[src/rtl/bsg_link_isdr_rx_pkg.sv]
// Shared constants and types for the ISDR receive buffer.
package bsg_link_isdr_rx_pkg;

  localparam int RX_CNT_W = 32;

  // Width of a captured PHY word: payload plus its valid bit.
  function automatic int phy_word_w(input int width);
    return width + 1;
  endfunction

endpackage

[src/rtl/bsg_link_isdr_rx_buffer_if.sv]
// PHY-side and core-side signals of the ISDR receive buffer.
interface bsg_link_isdr_rx_buffer_if #(parameter int width_p = 8);
  import bsg_link_isdr_rx_pkg::*;

  logic                io_valid_i;
  logic [width_p-1:0]  io_data_i;
  logic                core_valid_o;
  logic [width_p-1:0]  core_data_o;
  logic                core_yumi_i;
  logic                token_o;
  logic                overflow_o;
  logic [RX_CNT_W-1:0] rx_count_o;

  modport slave (
    input  io_valid_i, io_data_i, core_yumi_i,
    output core_valid_o, core_data_o, token_o, overflow_o, rx_count_o
  );

  modport master (
    output io_valid_i, io_data_i, core_yumi_i,
    input  core_valid_o, core_data_o, token_o, overflow_o, rx_count_o
  );
endinterface

[src/rtl/bsg_link_isdr_token_gen.sv]
// Credit decimation counter: toggles token_o once per 2^lg_credit_decimation_p credits.
module bsg_link_isdr_token_gen #(
  parameter int lg_credit_decimation_p = 2
) (
  input  logic clk_i,
  input  logic reset_n_i,
  input  logic credit_v_i,
  output logic token_o
);

  logic w_wrap;

  if (lg_credit_decimation_p == 0) begin : g_nodec
    assign w_wrap = credit_v_i;
  end else begin : g_dec
    logic [lg_credit_decimation_p-1:0] r_cnt;

    always_ff @(posedge clk_i or negedge reset_n_i) begin
      if (!reset_n_i)      r_cnt <= '0;
      else if (credit_v_i) r_cnt <= r_cnt + lg_credit_decimation_p'(1);
    end

    assign w_wrap = credit_v_i & (&r_cnt);
  end

  always_ff @(posedge clk_i or negedge reset_n_i) begin
    if (!reset_n_i)  token_o <= 1'b0;
    else if (w_wrap) token_o <= ~token_o;
  end

endmodule

[src/rtl/bsg_link_isdr_rx_buffer.sv]
// Receive FIFO behind the input SDR PHY with decimated credit-token return.
// Optional macro BSG_LINK_ISDR_RX_COUNT_EN enables the received-word counter.
module bsg_link_isdr_rx_buffer
  import bsg_link_isdr_rx_pkg::*;
#(
  parameter int width_p                = 8,
  parameter int lg_fifo_depth_p        = 3,
  parameter int lg_credit_decimation_p = 2
) (
  input  logic                        clk_i,
  input  logic                        reset_n_i,
  bsg_link_isdr_rx_buffer_if.slave    bus
);

  localparam int DEPTH = 1 << lg_fifo_depth_p;
  localparam int PW    = lg_fifo_depth_p + 1;

  typedef struct packed {
    logic               v;
    logic [width_p-1:0] data;
  } phy_word_t;

  phy_word_t          w_in;
  logic [PW-1:0]      r_wptr, r_rptr;
  logic [width_p-1:0] r_mem [DEPTH];
  logic               w_empty, w_full, w_deq, w_enq;
  logic               r_overflow;

  assign w_in    = '{v: bus.io_valid_i, data: bus.io_data_i};
  assign w_empty = (r_wptr == r_rptr);
  // Full when the pointers differ only in the wrap bit.
  assign w_full  = ((r_wptr ^ r_rptr) == PW'(DEPTH));
  assign w_deq   = bus.core_yumi_i & ~w_empty;
  assign w_enq   = w_in.v & (~w_full | w_deq);

  always_ff @(posedge clk_i or negedge reset_n_i) begin
    if (!reset_n_i) begin
      r_wptr     <= '0;
      r_rptr     <= '0;
      r_overflow <= 1'b0;
    end else begin
      if (w_enq) r_wptr <= r_wptr + PW'(1);
      if (w_deq) r_rptr <= r_rptr + PW'(1);
      if (w_in.v & w_full & ~w_deq) r_overflow <= 1'b1;
    end
  end

  // Storage is deliberately not reset; the pointers alone define contents.
  always_ff @(posedge clk_i) begin
    if (w_enq) r_mem[r_wptr[lg_fifo_depth_p-1:0]] <= w_in.data;
  end

  assign bus.core_valid_o = ~w_empty;
  assign bus.core_data_o  = r_mem[r_rptr[lg_fifo_depth_p-1:0]];
  assign bus.overflow_o   = r_overflow;

  bsg_link_isdr_token_gen #(
    .lg_credit_decimation_p(lg_credit_decimation_p)
  ) u_token_gen (
    .clk_i      (clk_i),
    .reset_n_i  (reset_n_i),
    .credit_v_i (w_deq),
    .token_o    (bus.token_o)
  );

`ifdef BSG_LINK_ISDR_RX_COUNT_EN
  logic [RX_CNT_W-1:0] r_rx_cnt;

  always_ff @(posedge clk_i or negedge reset_n_i) begin
    if (!reset_n_i) r_rx_cnt <= '0;
    else if (w_enq) r_rx_cnt <= r_rx_cnt + RX_CNT_W'(1);
  end

  assign bus.rx_count_o = r_rx_cnt;
`else
  assign bus.rx_count_o = '0;
`endif

endmodule

[src/flat_wrapper.sv]
// flat-port wrapper written by rule: the top's interface ports become plain ports
module bsg_link_isdr_rx_buffer_flat import bsg_link_isdr_rx_pkg::*;
#(
  parameter int width_p                = 8,
  parameter int lg_fifo_depth_p        = 3,
  parameter int lg_credit_decimation_p = 2
)
  (clk_i, reset_n_i, bus_io_valid_i, bus_io_data_i, bus_core_yumi_i, bus_core_valid_o, bus_core_data_o, bus_token_o, bus_overflow_o, bus_rx_count_o);
  bsg_link_isdr_rx_buffer_if #(.width_p(width_p)) bus_i ();
  input  logic clk_i;
  input  logic reset_n_i;
  input wire logic [$bits(bus_i.io_valid_i)-1:0] bus_io_valid_i;
  input wire logic [$bits(bus_i.io_data_i)-1:0] bus_io_data_i;
  input wire logic [$bits(bus_i.core_yumi_i)-1:0] bus_core_yumi_i;
  output wire logic [$bits(bus_i.core_valid_o)-1:0] bus_core_valid_o;
  output wire logic [$bits(bus_i.core_data_o)-1:0] bus_core_data_o;
  output wire logic [$bits(bus_i.token_o)-1:0] bus_token_o;
  output wire logic [$bits(bus_i.overflow_o)-1:0] bus_overflow_o;
  output wire logic [$bits(bus_i.rx_count_o)-1:0] bus_rx_count_o;
  assign bus_i.io_valid_i = bus_io_valid_i;
  assign bus_i.io_data_i = bus_io_data_i;
  assign bus_i.core_yumi_i = bus_core_yumi_i;
  assign bus_core_valid_o = bus_i.core_valid_o;
  assign bus_core_data_o = bus_i.core_data_o;
  assign bus_token_o = bus_i.token_o;
  assign bus_overflow_o = bus_i.overflow_o;
  assign bus_rx_count_o = bus_i.rx_count_o;
  bsg_link_isdr_rx_buffer #(.width_p(width_p), .lg_fifo_depth_p(lg_fifo_depth_p), .lg_credit_decimation_p(lg_credit_decimation_p)) u_core (.clk_i(clk_i), .reset_n_i(reset_n_i), .bus(bus_i));
endmodule
[config.mk]
export PLATFORM = sky130hd
export DESIGN_NAME = bsg_link_isdr_rx_buffer_flat
export DESIGN_NICKNAME = d
export VERILOG_FILES = /design/src/rtl/bsg_link_isdr_rx_pkg.sv /design/src/rtl/bsg_link_isdr_rx_buffer_if.sv /design/src/rtl/bsg_link_isdr_token_gen.sv /design/src/rtl/bsg_link_isdr_rx_buffer.sv /design/src/flat_wrapper.sv
export SDC_FILE = /design/constraint.sdc
export NUM_CORES = 1
export LEC_CHECK = 0
export CORE_UTILIZATION = 53
export DETAILED_ROUTE_END_ITERATION = 8
export GPL_ROUTABILITY_DRIVEN = 0
export GPL_TIMING_DRIVEN = 0
export PLACE_DENSITY = 0.79
export SLEW_MARGIN = 20
export SYNTH_ARGS = -nofsm -noshare
export SYNTH_HDL_FRONTEND = slang
export SYNTH_SLANG_ARGS = --single-unit
[constraint.sdc]
create_clock -name clk_i -period 2.7 [get_ports clk_i]
set_input_delay 0.81 -clock clk_i [delete_from_list [all_inputs] [get_ports clk_i]]
set_output_delay 0.81 -clock clk_i [all_outputs]
set_load 0.01 [all_outputs]
==> results_dict.tcl, run 1 <==
set metrics [dict create \
    drtIter0Drc 110 \
    power.total_uw 4390 \
    dieHeight_microns 82.2 \
    path_max_fanout 6 \
    initial_core_util_pct 56.3 \
    ios 55 \
    synth-compound-area-share_pct 1.80 \
    diodes 0 \
    fin_crit_sh_pct 102 \
    critPathLaunch "u_core.r_rptr[0]" \
    synth_top_area_share_pct 56.3 \
    clkTransAtPathRegs_ns 0.07 \
    vdd_drop_max_uv 621 \
    ys_ff_latch 76 \
    fillers 424 \
    power_density_nw_per_um2 1040 \
    grt_max_degree 13 \
    slew_violations 0 \
    synth.area.mux_share_pct 14.3 \
    ctsLongestPathBuffers 2 \
    die-area_sq_um 6760 \
    fin_nets 279 \
    avgSynthCellArea_sq_um 18.1 \
    r2r_start "u_core.r_rptr[0]" \
    cpPeakStageDelay_ns 0.50 \
    fin_skew_ns 0.00774 \
    cts.sinks 76 \
    synth_top_family_by_area "multiplexers" \
    arrival_ns 1.95 \
    portBuffers 21 \
    rows 28 \
    maxCapViolations 0 \
    die_x_microns 82.2 \
    grt_pass1_vias 1641 \
    grt_usage_pct 20.2 \
    synth-simple-area-share_pct 4.62 \
    ys_warn_count 0 \
    required_ns 1.89 \
    setup_slack_ns -0.0560 \
    syn2layout_area_growth_pct 23.1 \
    fp.coreArea_sq_um 6060 \
    dp.cells 320 \
    syn-cell-area_sq_um 3410 \
    worst_pin_slew_ns 0.972 \
    p_leak_uw 0.00161 \
    drive_above_1_share_pct 42.4 \
    ys_types 35 \
    path_cells "buf_12, buf_12, mux4_2, mux2_4, buf_6" \
    yosys.area.top_type "edfxtp_1" \
    period_minus_slack_ns 2.76 \
    hold_path_class "reg2reg" \
    cts_buffers 9 \
    synth_area_leaders "edfxtp_1 56%, mux4_2 9.9%, dfrtp_1 8.8%, buf_4 7.0%, mux2_2 3.6%" \
    ant_nets 0 \
    grt-ovfl-total 0 \
    place_area_sq_um 3910 \
    hold_start "u_core.bus.overflow_o" \
    worst_setup_path_start_kind "register" \
    fmax_mhz 363 \
    vias 1773 \
    crit_slowest_cell "mux4_2" \
    slew_headroom_pct 35.0 \
    routed_wl_microns 6020 \
    hpwl_microns 3740 \
    rsz0062_at_grt "yes" \
    setup_viol 8 \
    tritoncts "done" \
    path_class "reg2out" \
    syn_inst 188 \
    status "complete, but fails checks" \
    yosysSeqAreaShare_pct 65.1 \
    synth-adder-area-share_pct 1.10 \
    clk_latency_ns 0.35 \
    instances_no_fill 344 \
    synth_xor_area_share_pct 4.11 \
    root_buffer "clkbuf_8" \
    fin_area_sq_um 4200 \
    grt_pass1_wl_microns 8940 \
    vias_per_cell 5.15 \
    path_common_cell "buf_12" \
    violations "setup timing" \
    route.detailed.drc 0 \
    dr.pass1.iters 4 \
    avgRoutedWirePerCell_microns 17.5 \
    antenna_found_initial 0 \
    cts_max_level 3 \
    hold_viol_final 0 \
    cp-end-kind "output pin" \
]
-- logic make-up (layout without fill, tap and decap cells) --
group	Yosys count	after routing
DFF	76	76
buffers and inverters	41	91
muxes	27	27
and+or+nand+nor	24	24
xor gates and xnor gates	10	10
AOI/OAI and AO/OA	6	6
adders and majority gates	3	3
other	1	32
-- area by class of cell --
cell class	instances	area [sq um]	area share, %
Buffer	40	318	7.57
Clock buffer	11	131	3.13
Clock inverter	5	28.8	0.685
Inverter	1	3.75	0.0894
Multi-Input combinational cell	102	1060	25.4
Sequential cell	76	2220	52.9
Tap cell	75	93.8	2.23
Timing Repair Buffer	34	337	8.02
-- path summary, 6_finish.rpt --
| kind | endpoint | slack, ns | cells past startpoint |
|---|---|---|---|
| max in group asynchronous | u_core.r_rptr[1] | 1.51 | 1 |
| max reg2reg | u_core.r_mem[7][6] | 0.27 | 6 |
| min reg2reg | u_core.bus.overflow_o | 0.47 | 1 |
| max | bus_core_data_o[7] | -0.06 | 5 |
| min | u_core.bus.overflow_o | 0.47 | 1 |
| min in group asynchronous | u_core.u_token_gen.token_o | 0.82 | 1 |
-- placed cells by master (no fill, tap or decap), types with 2 or more instances in the layout --
cell type / instances
edfxtp_1: 64
buf_4: 41
conb_1: 32
mux4_2: 16
clkdlybuf4s50_1: 12
dfrtp_1: 12
buf_6: 9
clkbuf_8: 9
buf_2: 6
mux2_4: 6
mux2_2: 5
nand2_1: 5
xnor2_1: 4
nand4_1: 3
clkbuf_1: 3
nor4b_2: 3
ha_1: 3
buf_12: 2
xnor2_2: 2
xnor2_4: 2
nor3_2: 2
nor2_1: 2
nor4_2: 2
and3_1: 2
xor2_1: 2
clkinvlp_4: 2
clkinv_2: 2
-- cell usage after synthesis --
cell	n
edfxtp_1	64
buf_4	32
mux4_2	15
dfrtp_1	12
mux2_2	11
nand2_1	5
buf_2	4
xnor2_1	4
buf_6	3
ha_1	3
nand4_1	3
nor4b_1	3
and3_1	2
nor2_1	2
nor4_1	2
xnor2_2	2
xnor2_4	2
xor2_1	2
a21o_1	1
clkbuf_1	1
conb_1	1
inv_1	1
mux4_1	1
nand2b_1	1
nand3_4	1
nand3b_1	1
nor3_1	1
nor3_2	1
nor3b_1	1
o211ai_1	1
o21bai_1	1
o311ai_0	1
o311ai_1	1
o31ai_4	1
or4_1	1
-- per-layer routing --
metal | part of all wire [%] | track usage, %
met4 | 1.9 | 13.5
met5 | 0 | 0
met3 | 6.0 | 3.63
met2 | 48 | 30.2
met1 | 45 | 27.2
-- state kept, by name (all words and copies together) (netlist names) --
register                        cells
u_core.r_rptr                       4
u_core.u_token_gen.token_o          1
u_core.bus.overflow_o               1
u_core.r_wptr                       4
u_core.r_mem                       64
u_core.u_token_gen.g_dec.r_cnt      2
-- repair_timing --
item,CTS,global route
buffers inserted,7,1
setup endpoints to repair,9,9
hold buffers,0,0
gates cloned,1,0
resized for setup,54,2
pin swaps,0,1
-- through the flow --
step,hold WS (ns),setup TNS [ns],setup WS [ns],utilization [%]
after detailed placement,0.448,-4.60,-0.193,64.5
after floorplan,0.453,0,0.0593,-
final,0.466,-0.283,-0.0560,69.3
after global placement,0.440,-44.29,-1.07,63.2
after global routing,0.480,-0.726,-0.113,69.3
after CTS,0.468,-0.212,-0.0426,69.0
-- critical path: cells and delay by family (launching register included) --
family                 cells  cell delay (ns)
DFF                        1             0.40
muxes                      2             0.78
buffers and inverters      3             0.41
-- power by group --
part / switching (uW) / internal [uW]
sequential: 111 / 1520
combinational: 895 / 1130
clock: 405 / 328
total: 1410 / 2970
Note: power is estimated with default switching activity, not from simulation.
==> run 2: changes to the inputs <==
--- a/config.mk
+++ b/config.mk
@@ -5,11 +5,11 @@
 export SDC_FILE = /design/constraint.sdc
 export NUM_CORES = 1
 export LEC_CHECK = 0
-export CORE_UTILIZATION = 53
+export CORE_UTILIZATION = 57
 export DETAILED_ROUTE_END_ITERATION = 8
 export GPL_ROUTABILITY_DRIVEN = 0
 export GPL_TIMING_DRIVEN = 0
-export PLACE_DENSITY = 0.79
+export PLACE_DENSITY = 0.84
 export SLEW_MARGIN = 20
 export SYNTH_ARGS = -nofsm -noshare
 export SYNTH_HDL_FRONTEND = slang
==> constraint.sdc (replaced) <==
create_clock -name clk_i -period 3.36 [get_ports clk_i]
set_input_delay 1.008 -clock clk_i [delete_from_list [all_inputs] [get_ports clk_i]]
set_output_delay 1.008 -clock clk_i [all_outputs]
set_load 0.01 [all_outputs]
==> run 2 against run 1 <==
  * Clock skew is 0.0040 ns higher
  * Critical path type unchanged
  * Highest routed layer unchanged
  * Routed wire length is 5.6% lower
  * First-iteration DRC count is 9.1% lower
  * The flow now finishes without violations
  * Die area is 6.8% lower
  * Largest cell class unchanged
==> results_dict.tcl, run 2 (synthesized netlist as in run 1, its figures left out) <==
set metrics [dict create \
    syn2layout_area_growth_pct 22.4 \
    ios 55 \
    fin_nets 276 \
    fmax_mhz 304 \
    maxCapViolations 0 \
    fin_skew_ns 0.0117 \
    fin_crit_sh_pct 98.0 \
    portBuffers 21 \
    vias_per_cell 5.22 \
    crit_slowest_cell "mux4_2" \
    grt_pass1_wl_microns 8980 \
    ant_nets 0 \
    vdd_drop_max_uv 434 \
    dp.cells 317 \
    crit_buf_inv 3 \
    setup_slack_ns 0.0673 \
    hold_viol_final 0 \
    grt_busiest_layer "met2" \
    reg2regPathDepth 6 \
    cp-end-kind "output pin" \
    cpPeakStageDelay_ns 0.49 \
    diodes 0 \
    path_common_cell "buf_12" \
    required_ns 2.35 \
    drtIter0Drc 100 \
    tritoncts "done" \
    min_path_cells 1 \
    cts_max_level 3 \
    slew_violations 0 \
    power_density_nw_per_um2 826 \
    instances_no_fill 338 \
    cp_top_family "multiplexers" \
    antenna_found_initial 0 \
    rsz0062_at_grt "no" \
    rr_endpoint "u_core.r_mem[7][0]" \
    setup_viol 0 \
    hold_path_class "reg2reg" \
    r2r_start "u_core.r_rptr[0]" \
    grt-ovfl-total 0 \
    drive_above_1_share_pct 39.1 \
    dieHeight_microns 79.4 \
    hold_start "u_core.u_token_gen.token_o" \
    power.total_uw 3450 \
    fin_area_sq_um 4180 \
    status "finished clean" \
    place_area_sq_um 3910 \
    arrival_ns 2.28 \
    r2r_slack_ns 0.95 \
    vias 1764 \
    post-place-ws_ns 0.263 \
    grt_usage_pct 20.6 \
    period_minus_slack_ns 3.29 \
    path_max_fanout 10 \
    hpwl_microns 3880 \
    path_class "reg2out" \
    grt_max_degree 14 \
    root_buffer "clkbuf_8" \
    final_cell_mix "64 x edfxtp_1, 42 x buf_4, 32 x conb_1" \
    routed_wl_microns 5680 \
    avgRoutedWirePerCell_microns 16.8 \
    clkTransAtPathRegs_ns 0.08 \
    ctsLongestPathBuffers 2 \
    ctsHoldBuffers 0 \
    hold-path-endpoint "u_core.u_token_gen.token_o" \
    rows 27 \
    die_x_microns 79.4 \
    final_common_cell "edfxtp_1" \
    initial_core_util_pct 60.5 \
    route.detailed.drc 0 \
    largest_reg_flops 64 \
    die-area_sq_um 6300 \
    whs_ns 0.467 \
    dr.pass1.iters 4 \
    use_met2_pct 35.9 \
    worst_pin_slew_ns 0.852 \
    cts_buffers 9 \
    p_leak_uw 0.00164 \
    worst_setup_path_start_kind "register" \
    cts.sinks 76 \
    fp.coreArea_sq_um 5640 \
    clk_latency_ns 0.34 \
    grt_pass1_vias 1772 \
    use_met3_pct 3.77 \
    grt_util_met1_pct 24.9 \
    path_cells "buf_12, buf_12, mux4_2, mux2_2, clkdlybuf4s50_1" \
    slew_headroom_pct 43.0 \
]
## run 2: stage by stage
| stage | utilization, % | TNS [ns] |
|---|---|---|
| after floorplan | - | 0 |
| after global placement | 67.9 | -13.03 |
| after detailed placement | 69.3 | 0 |
| after CTS | 73.7 | 0 |
| after global routing | 74.0 | 0 |
| final | 74.0 | 0 |
## run 2: layout make-up
cell class / count / area, sq um
clock inverters: 6 / 65.1
flip-flops and latches: 76 / 2220
clock buffers: 10 / 128
well taps: 72 / 90.1
repair buffers: 31 / 303
plain buffers: 40 / 318
fillers: 345 / 1470
multi-input cells: 102 / 1050
inverters: 1 / 3.75
## run 2: worst reg2reg max path, cell delays in order (launching register included)
cell and delay [ns]:
dfrtp_1 0.42, buf_12 0.16, buf_4 0.15, xnor2_4 0.18
nand3_4 0.14, nor3_2 0.61, nor2_1 0.41
## run 2: per-layer routing
layer  up-vias  wire [microns]  part of all wire [%]
met5         -               0                     0
met4         0             106                   1.9
met3        11             313                   5.5
met2        68            3000                    53
met1       871            2260                    40
li1        814               -                     -
## run 2: worst max path at each step
stage,cells past startpoint,end,slack (ns),startpoint
global placement,3,u_core.r_mem[2][3],-0.47,bus_io_valid_i
CTS,5,bus_core_data_o[4],0.01,u_core.r_rptr[1]
floorplan,3,u_core.r_mem[5][0],0.52,bus_core_yumi_i
detailed placement,5,bus_core_data_o[4],0.26,u_core.r_rptr[0]
finish,5,bus_core_data_o[5],0.07,u_core.r_rptr[0]
global route,5,bus_core_data_o[5],0.00002,u_core.r_rptr[0]
## run 2: where the power goes
group	internal [uW]	switching, uW	total, uW
Combinational	793	670	1460
Sequential	1220	91.0	1310
Clock	343	330	674
Total	2360	1090	3450
## run 2: what timing repair did
item	in CTS	in global routing
setup endpoints to repair	8	8
cloned	0	0
setup buffers	5	0
resized for setup	4	8
